### config.mk
export PLATFORM = sky130hd
export DESIGN_NAME = serial_glyph_decoder
export DESIGN_NICKNAME = d
export VERILOG_FILES = /design/src/rtl/seg_glyph_pkg.sv /design/src/rtl/seg_display_shift.sv /design/src/rtl/serial_glyph_decoder.sv
export SDC_FILE = /design/constraint.sdc
export NUM_CORES = 1
export LEC_CHECK = 0
export BUFFER_PORTS_ARGS = -buffer_cell sky130_fd_sc_hd__buf_4
export CAP_MARGIN = 10
export CORE_MARGIN = 4
export CORE_UTILIZATION = 53
export CTS_CLUSTER_DIAMETER = 80
export DETAILED_ROUTE_END_ITERATION = 12
export PLACE_DENSITY = 0.86
export SYNTH_ARGS = -nofsm -noshare
export SYNTH_HDL_FRONTEND = slang
export SYNTH_SLANG_ARGS = --single-unit
### constraint.sdc
create_clock -name Clk -period 2.3 [get_ports Clk]
set_input_delay 0.115 -clock Clk [delete_from_list [all_inputs] [get_ports Clk]]
set_output_delay 0.115 -clock Clk [all_outputs]
set_load 0.05 [all_outputs]
### src/rtl/seg_glyph_pkg.sv
// rtl/seg_glyph_pkg.sv - glyph indices, active-low segment patterns and index-to-segment map
package seg_glyph_pkg;

  typedef logic [2:0] glyph_idx_t;

  localparam glyph_idx_t GLYPH_A    = 3'd0;
  localparam glyph_idx_t GLYPH_B    = 3'd1;
  localparam glyph_idx_t GLYPH_C    = 3'd2;
  localparam glyph_idx_t GLYPH_D    = 3'd3;
  localparam glyph_idx_t GLYPH_E    = 3'd4;
  localparam glyph_idx_t GLYPH_F    = 3'd5;
  localparam glyph_idx_t GLYPH_US   = 3'd6;
  localparam glyph_idx_t GLYPH_DASH = 3'd7;

  // Segment order {g,f,e,d,c,b,a}, a lit segment is 0
  localparam logic [6:0] SEG_A     = 7'b0001000;
  localparam logic [6:0] SEG_B     = 7'b0000011;
  localparam logic [6:0] SEG_C     = 7'b1000110;
  localparam logic [6:0] SEG_D     = 7'b0100001;
  localparam logic [6:0] SEG_E     = 7'b0000110;
  localparam logic [6:0] SEG_F     = 7'b0001110;
  localparam logic [6:0] SEG_US    = 7'b1110111;
  localparam logic [6:0] SEG_DASH  = 7'b0111111;
  localparam logic [6:0] SEG_BLANK = 7'b1111111;

  function automatic logic [6:0] glyph_segments(input glyph_idx_t idx);
    logic [6:0] seg;
    case (idx)
      GLYPH_A:  seg = SEG_A;
      GLYPH_B:  seg = SEG_B;
      GLYPH_C:  seg = SEG_C;
      GLYPH_D:  seg = SEG_D;
      GLYPH_E:  seg = SEG_E;
      GLYPH_F:  seg = SEG_F;
      GLYPH_US: seg = SEG_US;
      default:  seg = SEG_DASH;
    endcase
    return seg;
  endfunction

endpackage

### src/rtl/seg_display_shift.sv
// rtl/seg_display_shift.sv - scrolling multi-digit 7-segment buffer, digit 0 newest
module seg_display_shift
  import seg_glyph_pkg::*;
#(
  parameter int DIGITS = 4
) (
  input  logic                  Clk,
  input  logic                  Resetn,
  input  logic                  push,
  input  logic [6:0]            glyph,
  input  logic                  clear,
  output logic [7*DIGITS-1:0]   seg
);

  logic [7*DIGITS-1:0] seg_q;
  logic [7*DIGITS-1:0] shifted;

  generate
    if (DIGITS == 1) begin : g_single
      assign shifted = glyph;
    end else begin : g_multi
      assign shifted = {seg_q[7*DIGITS-8:0], glyph};
    end
  endgenerate

  always_ff @(posedge Clk) begin
    if (!Resetn) begin
      seg_q <= {DIGITS{SEG_BLANK}};
    end else if (clear) begin
      seg_q <= {DIGITS{SEG_BLANK}};
    end else if (push) begin
      seg_q <= shifted;
    end
  end

  assign seg = seg_q;

endmodule

### src/rtl/serial_glyph_decoder.sv
// rtl/serial_glyph_decoder.sv - prefix-code bit stream to glyph decoder with idle timeout
module serial_glyph_decoder
  import seg_glyph_pkg::*;
#(
  parameter int DIGITS  = 4,
  parameter int TIMEOUT = 16
) (
  input  logic                  Clk,
  input  logic                  Resetn,
  input  logic                  In_valid,
  input  logic                  In_bit,
  input  logic                  Clear,
  output logic [7*DIGITS-1:0]   Seg,
  output logic                  Sym_valid,
  output logic [2:0]            Sym_code,
  output logic                  Err,
  output logic                  Busy
);

  // Width stays at least 1 so TIMEOUT=0 still elaborates
  localparam int CNT_W = (TIMEOUT > 0) ? $clog2(TIMEOUT + 1) : 1;
  localparam logic [CNT_W-1:0] CNT_LAST = (TIMEOUT > 0) ? CNT_W'(TIMEOUT - 1) : '0;

  typedef enum logic [2:0] {
    ST_ROOT, ST_P0, ST_P1, ST_P10, ST_P11, ST_P111
  } state_t;

  state_t           state_q, state_d;
  logic [CNT_W-1:0] cnt_q, cnt_d;
  logic             push_d, abort_d;
  glyph_idx_t       idx_d;
  logic             sym_valid_q, err_q, busy_q;
  glyph_idx_t       sym_code_q;

  always_comb begin
    state_d = state_q;
    cnt_d   = (state_q == ST_ROOT) ? '0 : cnt_q;
    push_d  = 1'b0;
    abort_d = 1'b0;
    idx_d   = GLYPH_A;
    if (Clear) begin
      state_d = ST_ROOT;
      cnt_d   = '0;
    end else if (In_valid) begin
      cnt_d = '0;
      case (state_q)
        ST_ROOT: state_d = In_bit ? ST_P1 : ST_P0;
        ST_P0: begin
          push_d  = 1'b1;
          idx_d   = In_bit ? GLYPH_B : GLYPH_A;
          state_d = ST_ROOT;
        end
        ST_P1:   state_d = In_bit ? ST_P11 : ST_P10;
        ST_P10: begin
          push_d  = 1'b1;
          idx_d   = In_bit ? GLYPH_D : GLYPH_C;
          state_d = ST_ROOT;
        end
        ST_P11: begin
          if (In_bit) begin
            state_d = ST_P111;
          end else begin
            push_d  = 1'b1;
            idx_d   = GLYPH_E;
            state_d = ST_ROOT;
          end
        end
        ST_P111: begin
          push_d  = 1'b1;
          idx_d   = In_bit ? GLYPH_US : GLYPH_F;
          state_d = ST_ROOT;
        end
        default: state_d = ST_ROOT;
      endcase
    end else if (state_q != ST_ROOT && TIMEOUT > 0) begin
      // Abort fires on the idle edge that would bring the count to TIMEOUT
      if (cnt_q == CNT_LAST) begin
        push_d  = 1'b1;
        abort_d = 1'b1;
        idx_d   = GLYPH_DASH;
        state_d = ST_ROOT;
        cnt_d   = '0;
      end else begin
        cnt_d = cnt_q + 1'b1;
      end
    end
  end

  always_ff @(posedge Clk) begin
    if (!Resetn) begin
      state_q     <= ST_ROOT;
      cnt_q       <= '0;
      sym_valid_q <= 1'b0;
      err_q       <= 1'b0;
      busy_q      <= 1'b0;
      sym_code_q  <= GLYPH_A;
    end else begin
      state_q     <= state_d;
      cnt_q       <= cnt_d;
      sym_valid_q <= push_d;
      err_q       <= abort_d;
      busy_q      <= (state_d != ST_ROOT);
      if (push_d) begin
        sym_code_q <= idx_d;
      end
    end
  end

  seg_display_shift #(.DIGITS(DIGITS)) u_display (
    .Clk    (Clk),
    .Resetn (Resetn),
    .push   (push_d),
    .glyph  (glyph_segments(idx_d)),
    .clear  (Clear),
    .seg    (Seg)
  );

  assign Sym_valid = sym_valid_q;
  assign Sym_code  = sym_code_q;
  assign Err       = err_q;
  assign Busy      = busy_q;

endmodule
==> results.env <==
POWER_DENSITY_nW_PER_UM2=629.8
DISTINCT_CELL_TYPE_COUNT_AFTER_SYNTHESIS=47
HTREE_DEPTH=2
ROUTE.FINAL.WIRE_LENGTH_UM=3558
DIEHEIGHT_UM=66.67
GRT.TOTAL_USAGE_PCT=17.36
LAYOUT_CELL_SHARE_WITH_DRIVE_STRENGTH_BEYOND_1_PCT=25.99
SYN-INSTANCE-COUNT=189
CLOCK-SKEW-FINAL_NS=0.01167
SYNTH_FF_TYPE='sky130_fd_sc_hd__dfxtp_1'
FINALHOLDVIOLCOUNT=0
DESIGN.CORE.AREA_SQ_UM=3337
LIBRARY_CELL_OCCUPYING_THE_MOST_AREA_IN_THE_POST_SYNTHESIS_NETLIST='sky130_fd_sc_hd__dfxtp_1'
ASYNCSETRESETFLOPFRACSYNTH_PCT=0
DESIGN_POWER_TOTAL_mW=1.393
POWER.IR.VDD_WORST_uV=339.5
NUMBER_OF_FLOPS_MAPPED_TO_ENABLE_CELLS_BY_YOSYS=0
CLOCK_ROOT_BUFFER_MASTER='sky130_fd_sc_hd__clkbuf_4'
CLK_PATH_BUF_DEPTH=2
NET_COUNT_FINAL=232
CRITPATHMAXFANOUT=14
CLOCK.FMAX_MHz=489.0
POST-ROUTE-WORST-SETUP-SLACK_NS=0.2550
WORST-ENDPOINT-REQUIRED_NS=2.59
AVGROUTEDWIREPERCELL_UM=13.03
GRT_SETUP_UNREPAIRED='no'
STATUS='finished, final reports clean'
FIRST_PASS_ITERATION_COUNT_OF_THE_DETAILED_ROUTER=4
SYN-NUM-NETS=195
BUFFER_PORTS.INSERTED=38
REPORT.FINAL.SETUP_VIOL=0
POST_CTS.REPAIR.SETUP_BUFFERS=0
DIE-WIDTH_UM=66.67
NUMBER_OF_ANTENNA_VIOLATIONS_AT_THE_FIRST_CHECK_IN_GLOBAL_ROUTING=0
CTS_TREE='yes'
PLACEMENT_CELL_AREA_SQ_UM=2106
DIE-AREA_SQ_UM=4445
START_UTIL_PCT=54.67
ROW_COUNT=21
SYN_TO_FINAL_GROWTH_PCT=21.26
CRITICAL_PATH_CLASS='register to register'
FINAL_ANTENNA_NET_COUNT=0
VIAS=1479
FINAL_CELL_MIX='42 x sky130_fd_sc_hd__dfxtp_1, 42 x sky130_fd_sc_hd__buf_4, 39 x sky130_fd_sc_hd__nor2_1, 25 x sky130_fd_sc_hd__mux2i_1'
DRC=0
SYNTH.YOSYS.WARNINGS=0
CRITPATHLAUNCHTYPE='register'
CLOCK_PIN_SLEW_WORST_SETUP_AND_HOLD_PATHS_NS=0.12
POST_SYNTH.CELL_AREA_AVG_SQ_UM=9.652
PLACE_HPWL_UM=2604
UTILIZATION_PCT=66.29
DETAILEDPLACE.WORSTSLACK_NS=0.2667
MAXSLEWHEADROOM_PCT=34.68
VIA_PER_INST=5.418
WORST_PIN_SLEW_NS=0.9761
CP-END-KIND='register'
CTS_MADE_BUFFERS=5
CTS-RESIZED-GATES=0
CLOCK_LATENCY_NS=0.35
GRT_PASS1_WL_UM=5947
CAP_VIOLATIONS=0
MAXSLEWVIOLCOUNT=0
HOLD_BUFFERS=0
P_LEAK_nW=0.8630
BOUNDARYPINS=39
GLOBAL_PLACER_S_FINAL_WEIGHTED_CONGESTION=0.9070
GRT_START_MAX_NET_PINS=31
DESIGN_AREA_SQ_UM=2212
GLOBAL_ROUTE.OVERFLOW_TOTAL=0
TOTAL_OF_FLIP_FLOPS_PLUS_LATCHES_AFTER_SYNTHESIS=42
SYNTH_SEQUENTIAL_AREA_RATIO_PCT=46.09
SETUP_TOTAL_NEGATIVE_SLACK_NS=0
FINAL_PERIOD_MINUS_WORST_SETUP_SLACK_NS=2.045
SYNTH_TOP_AREA_SHARE_PCT=46.09
HOLD_REMOVAL_PATH_CLASS='input pin to register'
DRT_ITER0_MARKERS=111
MIN_PERIOD_OVER_PERIOD_PCT=88.91
SYNTH_AREA_LEADERS='sky130_fd_sc_hd__dfxtp_1 46%, sky130_fd_sc_hd__mux2i_1 14%, sky130_fd_sc_hd__nor2_1 8.0%'
CRIT_ARRIVAL_NS=2.33
GRT_PASS1_VIAS=1360
DIODES_INSERTED=0
CTS_SINKS=42
SYN_AREA_SQ_UM=1824
[power breakdown]
| group | internal [mW] | total (mW) | switching [mW] |
|---|---|---|---|
| logic | 0.0255 | 0.0709 | 0.0454 |
| clock network | 0.340 | 0.587 | 0.247 |
| registers | 0.731 | 0.735 | 0.00425 |
| total | 1.10 | 1.39 | 0.296 |
[cell type report]
type                            instances  area (sq um)
Fill cell                             283          1125
Tap cell                               46         57.56
Sequential cell                        42         840.8
Multi-Input combinational cell        133         884.6
Clock inverter                          3         68.82
Timing Repair Buffer                   42         315.3
Inverter                                2         7.507
Clock buffer                            5         37.54
[kinds of logic after synthesis]
| kind of cell | count (synthesis) | share of synthesized area [%] |
|---|---|---|
| AO/OA/AOI/OAI | 28 | 10.63 |
| AND/OR/NAND/NOR | 77 | 22.50 |
| buffers and inverters | 14 | 5.419 |
| multiplexers | 25 | 13.72 |
| adder cells (fa/ha/maj) | 1 | 0.6858 |
| flip-flops | 42 | 46.09 |
| XOR/XNOR | 2 | 0.9604 |
[sequential cells by signal, summed over array words and instances (netlist names)]
register       cells
Busy               1
Sym_code           3
cnt_q              5
state_q            3
Sym_valid          1
Err                1
u_display.seg     28
[cells in the mapped netlist (all sizes together) (2+ instances only)]
| cell type | number |
|---|---|
| dlygate4sd1 | 2 |
| buf | 3 |
| inv | 2 |
| nand2 | 5 |
| nand3b | 3 |
| dfxtp | 42 |
| clkbuf | 6 |
| nor2 | 39 |
| a21oi | 6 |
| mux2i | 25 |
| nor3 | 5 |
| nand3 | 6 |
| nor2b | 6 |
| o21ai | 7 |
| a31oi | 2 |
| nand2b | 3 |
[metal layers]
metal / share of wire (%) / up-vias / global-route usage [%]
met5: 0 / - / 0
met4: 1.9 / 0 / 7.360
met3: 7.1 / 11 / 4.047
met2: 45 / 58 / 28.09
met1: 46 / 668 / 21.96
li1: - / 742 / -
[critical path: stages, from the launching register on]
cell,delay [ns]
sky130_fd_sc_hd__dfxtp_1,0.60
sky130_fd_sc_hd__nand2_1,0.16
sky130_fd_sc_hd__o211a_2,0.22
sky130_fd_sc_hd__nor2_1,0.75
sky130_fd_sc_hd__mux2i_1,0.26
[worst paths after layout]
kind,start,to,slack [ns],cells after the start
setup / recovery,state_q[1]$_SDFF_PN0_,u_display.seg[23]$_SDFFE_PP1P_,0.26,4
hold / removal,In_valid,Sym_code[0]$_SDFFE_PN0P_,0.09,2
setup reg to reg,state_q[1]$_SDFF_PN0_,u_display.seg[23]$_SDFFE_PP1P_,0.26,4
hold reg to reg,cnt_q[4]$_SDFF_PP0_,cnt_q[4]$_SDFF_PP0_,0.45,2
[through the flow]
step / hold WS [ns] / instances
3_5_place_dp: 0.4411 / 265
3_3_place_gp: 0.4255 / 265
2_1_floorplan: 0.2711 / 189
4_1_cts: 0.07892 / 273
6_report: 0.09252 / 273
5_1_grt: 0.08432 / 273
Power figures use the tool's default switching activity.
